===== src/rtl/hex_row_renderer.sv =====
// hex_row_renderer
//   Reader side of the 5x5 hex-digit character generator. A start latches an
//   NDIGITS-wide hex value. The block then walks rows 0..4, and within each row
//   the digits from MSB to LSB. For every digit it addresses the glyph ROM and
//   serialises the returned 5-bit row LSB-first as a valid/ready pixel stream.
//   GAP blank columns separate adjacent digits. One start produces one 5-row
//   frame.
//
//   Optional feature macro: HEX_RENDER_LEADING_BLANK_EN
//     When defined, the leading zero nibbles (counted from the MSB) are flagged
//     at start, and those digits emit all-0 pixels. Digit 0 is never blanked.
//     Timing, pixel count and flags are unchanged.
//
// Ports
//   clk            in   1          system clock
//   rst_n          in   1          asynchronous active-low reset
//   start          in   1          begin a frame (honoured only when busy=0)
//   value          in   4*NDIGITS  hex value, digit NDIGITS-1 leftmost
//   busy           out  1          frame in progress
//   rom_digit      out  4          glyph ROM digit address
//   rom_yoff       out  3          glyph ROM row address (0..4)
//   rom_bits       in   5          glyph ROM data (combinational from address)
//   pix_valid      out  1          pixel available
//   pix_ready      in   1          consumer accepts pixel
//   pix_data       out  1          pixel value (1 = lit)
//   pix_row_last   out  1          last pixel of the current row
//   pix_frame_last out  1          last pixel of the frame
module hex_row_renderer #(
  parameter int NDIGITS = 4,
  parameter int GAP     = 1
) (
  input  logic                   clk,
  input  logic                   rst_n,
  input  logic                   start,
  input  logic [4*NDIGITS-1:0]   value,
  output logic                   busy,
  output logic [3:0]             rom_digit,
  output logic [2:0]             rom_yoff,
  input  logic [4:0]             rom_bits,
  output logic                   pix_valid,
  input  logic                   pix_ready,
  output logic                   pix_data,
  output logic                   pix_row_last,
  output logic                   pix_frame_last
);

  typedef enum logic [1:0] {IDLE, LOAD, SHIFT, GAPS} state_t;

  localparam logic [2:0] DIG_TOP  = 3'(NDIGITS - 1);
  localparam logic [2:0] GAP_LAST = 3'((GAP > 0) ? GAP - 1 : 0);

  state_t               state;
  logic [4*NDIGITS-1:0] val_q;
  logic [2:0]           row;
  logic [2:0]           digit;
  logic [2:0]           col;
  logic [2:0]           gap_cnt;
  logic [4:0]           shreg;
  logic [4:0]           load_bits;
  logic                 hs;

  assign hs = pix_valid & pix_ready;

  // Select one nibble of the latched value by digit index.
  function automatic logic [3:0] nibble(input logic [4*NDIGITS-1:0] v,
                                        input logic [2:0] d);
    logic [4*NDIGITS-1:0] s;
    s = v >> {d, 2'b00};
    return s[3:0];
  endfunction

`ifdef HEX_RENDER_LEADING_BLANK_EN
  logic [NDIGITS-1:0] blank_q;

  // Flag every nibble that belongs to the run of zeros starting at the MSB.
  // Digit 0 is excluded so that a zero value still shows a single "0".
  function automatic logic [NDIGITS-1:0] lead_zero(input logic [4*NDIGITS-1:0] v);
    logic [NDIGITS-1:0] m;
    logic               run;
    run = 1'b1;
    for (int i = NDIGITS - 1; i >= 0; i--) begin
      run  = run && (v[4*i +: 4] == 4'h0);
      m[i] = run;
    end
    m[0] = 1'b0;
    return m;
  endfunction

  always_comb begin
    logic [NDIGITS-1:0] bs;
    bs        = blank_q >> digit;
    load_bits = bs[0] ? 5'd0 : rom_bits;
  end
`else
  assign load_bits = rom_bits;
`endif

  always_ff @(posedge clk or negedge rst_n) begin
    if (!rst_n) begin
      state          <= IDLE;
      val_q          <= '0;
      row            <= '0;
      digit          <= '0;
      col            <= '0;
      gap_cnt        <= '0;
      shreg          <= '0;
      busy           <= 1'b0;
      rom_digit      <= '0;
      rom_yoff       <= '0;
      pix_valid      <= 1'b0;
      pix_data       <= 1'b0;
      pix_row_last   <= 1'b0;
      pix_frame_last <= 1'b0;
`ifdef HEX_RENDER_LEADING_BLANK_EN
      blank_q        <= '0;
`endif
    end else begin
      case (state)
        IDLE: begin
          if (start) begin
            val_q     <= value;
            row       <= '0;
            digit     <= DIG_TOP;
            col       <= '0;
            gap_cnt   <= '0;
            busy      <= 1'b1;
            rom_digit <= value[4*NDIGITS-1 -: 4];
            rom_yoff  <= '0;
            state     <= LOAD;
`ifdef HEX_RENDER_LEADING_BLANK_EN
            blank_q   <= lead_zero(value);
`endif
          end
        end

        // ROM address was set on entry; capture the glyph row now.
        LOAD: begin
          shreg          <= load_bits;
          col            <= '0;
          pix_valid      <= 1'b1;
          pix_data       <= load_bits[0];
          pix_row_last   <= 1'b0;
          pix_frame_last <= 1'b0;
          state          <= SHIFT;
        end

        SHIFT: begin
          if (hs) begin
            shreg <= shreg >> 1;
            if (col != 3'd4) begin
              col            <= col + 3'd1;
              pix_data       <= shreg[1];
              // Flags are set when entering col 4 so they present with that pixel.
              pix_row_last   <= (col == 3'd3) && (digit == 3'd0);
              pix_frame_last <= (col == 3'd3) && (digit == 3'd0) && (row == 3'd4);
            end else begin
              col            <= '0;
              pix_data       <= 1'b0;
              pix_row_last   <= 1'b0;
              pix_frame_last <= 1'b0;
              if (digit != 3'd0) begin
                digit <= digit - 3'd1;
                if (GAP > 0) begin
                  gap_cnt   <= '0;
                  pix_valid <= 1'b1;
                  state     <= GAPS;
                end else begin
                  pix_valid <= 1'b0;
                  rom_digit <= nibble(val_q, digit - 3'd1);
                  rom_yoff  <= row;
                  state     <= LOAD;
                end
              end else if (row != 3'd4) begin
                row       <= row + 3'd1;
                digit     <= DIG_TOP;
                pix_valid <= 1'b0;
                rom_digit <= nibble(val_q, DIG_TOP);
                rom_yoff  <= row + 3'd1;
                state     <= LOAD;
              end else begin
                pix_valid <= 1'b0;
                busy      <= 1'b0;
                state     <= IDLE;
              end
            end
          end
        end

        // digit was already decremented on entry, so it names the next glyph.
        GAPS: begin
          if (hs) begin
            if (gap_cnt == GAP_LAST) begin
              gap_cnt   <= '0;
              pix_valid <= 1'b0;
              rom_digit <= nibble(val_q, digit);
              rom_yoff  <= row;
              state     <= LOAD;
            end else begin
              gap_cnt <= gap_cnt + 3'd1;
            end
          end
        end

        default: state <= IDLE;
      endcase
    end
  end

endmodule


===== config.mk =====
export PLATFORM = sky130hd
export DESIGN_NAME = hex_row_renderer
export DESIGN_NICKNAME = d
export VERILOG_FILES = /design/src/rtl/hex_row_renderer.sv
export SDC_FILE = /design/constraint.sdc
export NUM_CORES = 1
export LEC_CHECK = 0
export CAP_MARGIN = 40
export CORE_MARGIN = 5
export CORE_UTILIZATION = 60
export DETAILED_ROUTE_END_ITERATION = 10
export DONT_BUFFER_PORTS = 1
export HOLD_SLACK_MARGIN = 0.06
export PLACE_DENSITY = 0.76
export SYNTH_ARGS = -nofsm -noshare
export SYNTH_HDL_FRONTEND = slang
export SYNTH_SLANG_ARGS = --single-unit

===== constraint.sdc =====
create_clock -name clk -period 4.1 [get_ports clk]
set_input_delay 0.82 -clock clk [delete_from_list [all_inputs] [get_ports clk]]
set_output_delay 0.82 -clock clk [all_outputs]
set_load 0.01 [all_outputs]

==> results by group, run 1 <==
Outcome
  • Status: complete, no violations

Final layout
  • P&R area growth vs syn: 5.70%
  • Layout cell share with drive strength beyond 1: 0.184
  • Number of diodes: 0
  • Design Area, Final: 0.00255 sq mm
  • Layout Nets: 245

GRT
  • GR Overflow Total: 0
  • GR peak layer: met2
  • All-Layer GR Usage: 0.190
  • Met1 global-route usage: 0.246
  • Largest net degree at the start of global routing: 47
  • Met3 usage: 0.0492
  • Global-route wire length before repair: 7860 microns
  • Vias in the first global route: 1650
  • Met2 Resource Use GR: 0.311
  • Initial antenna violation count: 0

Detailed routing
  • First-pass DRT Iterations: 5
  • Number of remaining DRC errors: 0
  • Via Count: 1565
  • Via density: 6.11
  • Drt total wl: 4680 microns
  • Post-DRT Antenna Nets: 0
  • Starting DRT DRC Count: 103
  • Routed len/inst: 18.3 microns

Worst setup path
  • Critical Path, Cell by Cell: inv_1 -> ha_1 -> nor2b_1 -> a21boi_0 -> nor4_4 -> mux2_2
  • Max stage delay on crit path: 0.56 ns
  • FF-to-FF Start: digit[0]$_DFFE_PN0P_
  • R2R Setup Slk: 1.42 ns
  • Bufs and invs on worst path: 1
  • Worst Path Arrival: 2.87 ns
  • Reg2reg path depth: 6
  • CP max FO: 9
  • Top Family by Delay on Critical Path: simple AND/OR/NAND/NOR gates
  • Nature of the critical path startpoint: register
  • Reg-to-reg endpoint: rom_yoff[2]$_DFFE_PN0P_
  • CP Data Required Time: 4.29 ns
  • CP Capture Type: register
  • WS Path Type: register to register
  • CP max-delay cell: nor4_4

Placed design
  • Routability-driven placement congestion ratio: 0.831
  • Worst slack, placed: 1.18 ns
  • Placed cell areas: 0.00244 sq mm
  • Port bufs: 0
  • HPWL Detailed: 3440 microns

CTS
  • Register clock-pin slew on the reported worst setup and hold paths: 0.09 ns
  • TritonCTS Sinks: 46
  • Bufs on Longest Clock Path: 2
  • Post-CTS sizing: 0
  • CTS tree: done
  • Hold buffers post-CTS: 0
  • Root Driver: clkbuf_8
  • CTS Buf Count: 5
  • # H-tree levels: 2
  • Post-CTS setup buffers: 0
  • Clk Latency, worst-skew pair: 0.30 ns

Floorplan
  • # rows: 23
  • Die area: 0.00539 sq mm
  • Starting Density: 0.612
  • Die Wd: 73.4 microns
  • Die height: 73.4 microns
  • Core area: 0.00394 sq mm
  • # IOs: 37

STA
  • Clock Skews: 0.0109 ns
  • Final setup TNS: 0 ns
  • Final period utilization: 0.655
  • Final Hold Viols: 0
  • RSZ-0062 raised after global routing: no
  • Minimum clock period: 2.68 ns
  • Setup violations, final: 0
  • Setup ws final: 1.42 ns
  • Measured slew at the worst slew-check pin: 0.900 ns
  • Slew Viols, Final: 0
  • Slew margin rel.: 0.394
  • Max Clock Freq: 373 MHz

Power and ir drop
  • Sequential group share of total power: 0.609
  • Sw Share: 0.207
  • P_int: 590 uW
  • Leak pwr: 0.00119 uW
  • Maximum VDD drop: 0.000183 V
  • Psw: 154 uW
  • Comb power frac: 0.002
  • Clk pwr share: 0.388
  • Power per cell area: 292 mW/mm^2

Synth
  • Seq/Total Area, Yosys: 0.477
  • Mapped cell area: 0.00241 sq mm
  • Cells after Synth: 206
  • Syn_nets: 246
  • Synth Warn #: 0
  • Yosys reg bits: 46
  • Avg Cell Area, Syn: 11.7 sq um
  • Yosys cell types: 39

Job
  • Max Cap Viol: 0

Worst hold path
  • Hold crit path type: input pin to asynchronous set/reset pin
## registers in the layout, summed over array words and instances (netlist names), 2 cells and up
name / count
state: 2
col: 3
digit: 3
shreg: 4
val_q: 16
rom_yoff: 3
rom_digit: 4
row: 3
gap_cnt: 3
## area by class of cell
| cell class | count | area [sq um] |
|---|---|---|
| multi-input cells | 133 | 1160 |
| clock inverters | 2 | 12.5 |
| well taps | 50 | 62.6 |
| flip-flops and latches | 46 | 1150 |
| fillers | 303 | 1390 |
| inverters | 18 | 67.6 |
| repair buffers | 1 | 15.0 |
| clock buffers | 6 | 82.6 |
## layout by cell type (no fill, tap or decap), types with 5 or more instances in the layout
cell type and instances:
clkbuf_8 6, dfrtp_1 46, ha_1 15, inv_1 18
mux2_2 22, mux2i_1 12, nand2_1 11, nand3_1 5
nor2b_1 5, o21ai_0 12
## synth_stat cells, drive strengths merged
| cell | instances | area share |
|---|---|---|
| dfrtp | 46 | 0.48 |
| mux2 | 22 | 0.10 |
| inv | 18 | 0.028 |
| ha | 15 | 0.078 |
| mux2i | 12 | 0.050 |
| o21ai | 12 | 0.025 |
| nand2 | 11 | 0.017 |
| clkbuf | 7 | 0.011 |
| nand3 | 5 | 0.010 |
| nor2b | 5 | 0.013 |
| a21oi | 4 | 0.0083 |
| a222oi | 4 | 0.017 |
| mux4 | 4 | 0.037 |
| nor2 | 4 | 0.0062 |
| a21boi | 3 | 0.016 |
| a31oi | 3 | 0.0078 |
| nand2b | 3 | 0.0078 |
| nor4 | 3 | 0.014 |
| a21o | 2 | 0.0062 |
| a22o | 2 | 0.0073 |
| and2 | 2 | 0.0052 |
| and4 | 2 | 0.0073 |
| buf | 2 | 0.0036 |
| nand4 | 2 | 0.0052 |
| nor3 | 2 | 0.0041 |
| o21a | 2 | 0.0062 |
| a211oi | 1 | 0.0031 |
| a221oi | 1 | 0.0036 |
| a32o | 1 | 0.0041 |
| a41oi | 1 | 0.0036 |
| nand3b | 1 | 0.0031 |
| o22ai | 1 | 0.0026 |
| o2bb2ai | 1 | 0.0036 |
| or3 | 1 | 0.0026 |
| xor2 | 1 | 0.0036 |
## worst max-delay path by stage
stage	cells past startpoint	endpoint	slack (ns)	start
detailed placement	6	rom_yoff[2]$_DFFE_PN0P_	1.18	state[0]$_DFFE_PN0P_
CTS	6	rom_yoff[2]$_DFFE_PN0P_	1.17	state[0]$_DFFE_PN0P_
finish	6	rom_yoff[2]$_DFFE_PN0P_	1.42	digit[0]$_DFFE_PN0P_
floorplan	7	rom_yoff[0]$_DFFE_PN0P_	1.74	state[0]$_DFFE_PN0P_
global placement	6	rom_yoff[0]$_DFFE_PN0P_	1.28	state[0]$_DFFE_PN0P_
global route	6	rom_yoff[2]$_DFFE_PN0P_	1.16	digit[0]$_DFFE_PN0P_
## metal layers
| layer | vias to the layer above | wire (microns) |
|---|---|---|
| met2 | 43 | 2330 |
| met3 | 5 | 296 |
| met5 | - | 0 |
| met1 | 781 | 2000 |
| met4 | 0 | 53 |
| li1 | 736 | - |
## power by group through the flow
stage	Combinational, uW	Clock [uW]	Sequential (uW)
after floorplan	1.46	0	462
after global placement	1.77	0	462
after detailed placement	1.67	0	462
after CTS	1.67	295	453
after global routing	1.87	313	453
final	1.67	289	453
## logic make-up after synthesis
group | synth area share
buffers and inverters | 0.0425
AND/OR/NAND/NOR | 0.0959
flip-flops | 0.477
AO/OA/AOI/OAI | 0.114
multiplexers | 0.190
XOR/XNOR | 0.00363
adder cells (fa/ha/maj) | 0.0778
## worst register-to-register path, cell delays in order, from the launching register on
cell and delay [ns]:
dfrtp_1 0.51, inv_1 0.13, ha_1 0.14, nor2b_1 0.51, a21boi_0 0.32, nor4_4 0.56
mux2_2 0.40
## metrics by stage
step / std cells / hold slack (ns) / utilization / total power (uW)
6_report: 256 / 0.206 / 0.647 / 744
4_1_cts: 255 / 0.199 / 0.643 / 750
5_1_grt: 256 / 0.186 / 0.647 / 769
3_3_place_gp: 247 / 0.463 / 0.619 / 464
2_1_floorplan: 206 / 0.450 / - / 464
3_5_place_dp: 247 / 0.484 / 0.619 / 464
(Power assumes the default switching activity.)
==> run 2: changes to the inputs <==
==> constraint.sdc (replaced) <==
create_clock -name clk -period 2.48 [get_ports clk]
set_input_delay 0.496 -clock clk [delete_from_list [all_inputs] [get_ports clk]]
set_output_delay 0.496 -clock clk [all_outputs]
set_load 0.01 [all_outputs]
==> run 2 against run 1 <==
Compared with the run above:
- die area stayed put
- non-clock buffer count is 5 higher
- highest routed layer unchanged
- power is 80% higher
- hold slack better by 0.12 ns
- utilization is 1.8 points higher
- critical path depth stayed put
- critical endpoint unchanged
- sequential share of layout area is 1.2 points lower
- critical path type unchanged
- register-to-register slack worse by 1.2 ns
- clock skew hardly changed
- cell area is 2.7% higher
- via count is 2.4% higher
- largest power group unchanged
==> results by group, run 2 (synthesized netlist as in run 1, its figures left out) <==
Power and ir drop
  • Leak pwr: 0.00123 uW (was 0.00119 uW)
  • Total chip power: 1340 uW (was 744 uW)
  • Power per cell area: 511 mW/mm^2 (was 292 mW/mm^2)
  • Maximum VDD drop: 0.000382 V (was 0.000183 V)

Final layout
  • Layout Cells excl Fill: 261 (was 256)
  • Layout cell share with drive strength beyond 1: 0.199 (was 0.184)
  • Fillers: 304 (was 303)
  • Register with the most flip-flops: val_q (unchanged)
  • P&R area growth vs syn: 8.61% (was 5.70%)
  • Largest register FFs: 16 (unchanged)
  • Largest regs: val_q (16), rom_digit (4), shreg (4) (unchanged)
  • Most frequent cells in the layout: dfrtp_1, mux2_2, inv_1 (unchanged)
  • Most common cell after layout, fill and taps aside: dfrtp_1 (unchanged)
  • Number of diodes: 0 (unchanged)
  • Layout Nets: 250 (was 245)

STA
  • Final setup TNS: 0 ns (unchanged)
  • Final Hold Viols: 0 (unchanged)
  • Final period utilization: 0.923 (was 0.655)
  • Clock Skews: 0.0114 ns (was 0.0109 ns)
  • Slew margin rel.: 0.543 (was 0.394)
  • Measured slew at the worst slew-check pin: 0.684 ns (was 0.900 ns)
  • Slew Viols, Final: 0 (unchanged)
  • Setup violations, final: 0 (unchanged)
  • Minimum clock period: 2.29 ns (was 2.68 ns)
  • Max Clock Freq: 437 MHz (was 373 MHz)
  • RSZ-0062 raised after global routing: no (unchanged)

CTS
  • Root Driver: clkbuf_8 (unchanged)
  • Clk Latency, worst-skew pair: 0.31 ns (was 0.30 ns)
  • Bufs on Longest Clock Path: 2 (unchanged)
  • CTS tree: done (unchanged)
  • # H-tree levels: 2 (unchanged)
  • TritonCTS Sinks: 46 (unchanged)
  • Register clock-pin slew on the reported worst setup and hold paths: 0.09 ns (about the same)
  • CTS Buf Count: 5 (unchanged)
  • Post-CTS setup buffers: 0 (unchanged)

Detailed routing
  • Number of remaining DRC errors: 0 (unchanged)
  • Via Count: 1602 (was 1565)
  • Starting DRT DRC Count: 152 (was 103)
  • Uppermost layer routed: met4 (unchanged)
  • Via density: 6.14 (was 6.11)
  • First-pass DRT Iterations: 4 (was 5)
  • Routed len/inst: 18.7 microns (was 18.3 microns)
  • Post-DRT Antenna Nets: 0 (unchanged)
  • DRT met1 WL: 2020 microns (was 2000 microns)
  • Met2 Wirelength: 2530 microns (was 2330 microns)
  • Met3 WL: 264 microns (was 296 microns)
  • Drt total wl: 4870 microns (was 4680 microns)

Worst setup path
  • Worst Setup EP: rom_yoff[2]$_DFFE_PN0P_ (unchanged)
  • CP max-delay cell: or3_1 (was nor4_4)
  • Max stage delay on crit path: 0.45 ns (was 0.56 ns)
  • Bufs and invs on worst path: 1 (unchanged)
  • CP max FO: 9 (unchanged)
  • WS Path Type: register to register (unchanged)
  • Reg2reg path depth: 6 (unchanged)
  • CP Capture Type: register (unchanged)
  • Reg-to-reg endpoint: rom_yoff[2]$_DFFE_PN0P_ (unchanged)
  • Worst Path Arrival: 2.49 ns (was 2.87 ns)
  • R2R Setup Slk: 0.19 ns (was 1.42 ns)
  • Setup crit start: state[0]$_DFFE_PN0P_ (was digit[0]$_DFFE_PN0P_)
  • CP Depth: 6 (unchanged)
  • FF-to-FF Start: state[0]$_DFFE_PN0P_ (was digit[0]$_DFFE_PN0P_)
  • Critical Path, Cell by Cell: inv_1 -> ha_1 -> a21boi_2 -> or3_1 -> nor4_4 -> mux2_2 (was inv_1 -> ha_1 -> nor2b_1 -> a21boi_0 -> nor4_4 -> mux2_2)
  • Nature of the critical path startpoint: register (unchanged)
  • CP Data Required Time: 2.68 ns (was 4.29 ns)
  • Top Family by Delay on Critical Path: simple AND/OR/NAND/NOR gates (unchanged)

Floorplan
  • Starting Density: 0.612 (unchanged)
  • # rows: 23 (unchanged)
  • Die area: 0.00539 sq mm (unchanged)
  • Die Wd: 73.4 microns (unchanged)
  • Die height: 73.4 microns (unchanged)
  • # IOs: 37 (unchanged)
  • Core area: 0.00394 sq mm (unchanged)

Placed design
  • Routability-driven placement congestion ratio: 0.844 (was 0.831)
  • Port bufs: 0 (unchanged)
  • Placed insts: 251 (was 247)
  • HPWL Detailed: 3610 microns (was 3440 microns)

GRT
  • GR Overflow Total: 0 (unchanged)
  • Initial antenna violation count: 0 (unchanged)
  • Vias in the first global route: 1665 (was 1650)
  • Global-route wire length before repair: 8220 microns (was 7860 microns)
  • All-Layer GR Usage: 0.201 (was 0.190)
  • Largest net degree at the start of global routing: 47 (unchanged)

Worst hold path
  • Hold crit path type: input pin to register (was input pin to asynchronous set/reset pin)

Job
  • Max Cap Viol: 0 (unchanged)

Outcome
  • Status: complete, no violations (unchanged)
run 2: final cells by class:
cell class / count / area, sq um / area share
multi-input cells: 133 / 1160 / 0.442
clock inverters: 3 / 43.8 / 0.0167
clock buffers: 5 / 68.8 / 0.0263
inverters: 18 / 67.6 / 0.0258
repair buffers: 6 / 67.6 / 0.0258
flip-flops and latches: 46 / 1150 / 0.439
well taps: 50 / 62.6 / 0.0239
run 2: through the flow:
stage | setup WS [ns] | instance area (sq um) | util | hold WS (ns)
after global placement | 0.200 | 2470 | 0.627 | 0.202
after CTS | 0.0629 | 2620 | 0.665 | 0.325
after global routing | 0.0624 | 2620 | 0.665 | 0.314
after detailed placement | 0.0959 | 2470 | 0.627 | 0.202
final | 0.190 | 2620 | 0.665 | 0.330
after floorplan | 0.118 | 2410 | - | 0.200
run 2: worst min-delay path by stage:
stage,startpoint,end,slack (ns),cells after the start
finish,value[7],val_q[7]$_DFFE_PN0P_,0.33,1
global route,value[7],val_q[7]$_DFFE_PN0P_,0.31,1
CTS,value[7],val_q[7]$_DFFE_PN0P_,0.33,1
detailed placement,rst_n,gap_cnt[1]$_DFFE_PN0P_,0.20,0
global placement,rst_n,gap_cnt[0]$_DFFE_PN0P_,0.20,0
floorplan,rst_n,busy$_DFFE_PN0P_,0.20,0
run 2: power by group:
part | switching, uW | internal (uW) | total, uW
registers | 0 | 749 | 749
logic | 15.8 | 7.38 | 23.2
clock network | 264 | 302 | 566
run 2: per-layer routing:
metal / track usage / vias to the layer above
li1: - / 746
met1: 0.260 / 794
met2: 0.332 / 57
met3: 0.0492 / 5
met4: 0.0664 / 0
met5: 0 / -
run 2: repair_timing:
| action | in CTS | in global routing |
|---|---|---|
| resized for setup | 0 | 1 |
| hold buffers | 2 | 0 |
| setup endpoints to repair | 0 | 8 |
| endpoints found under the hold margin | 46 | 0 |
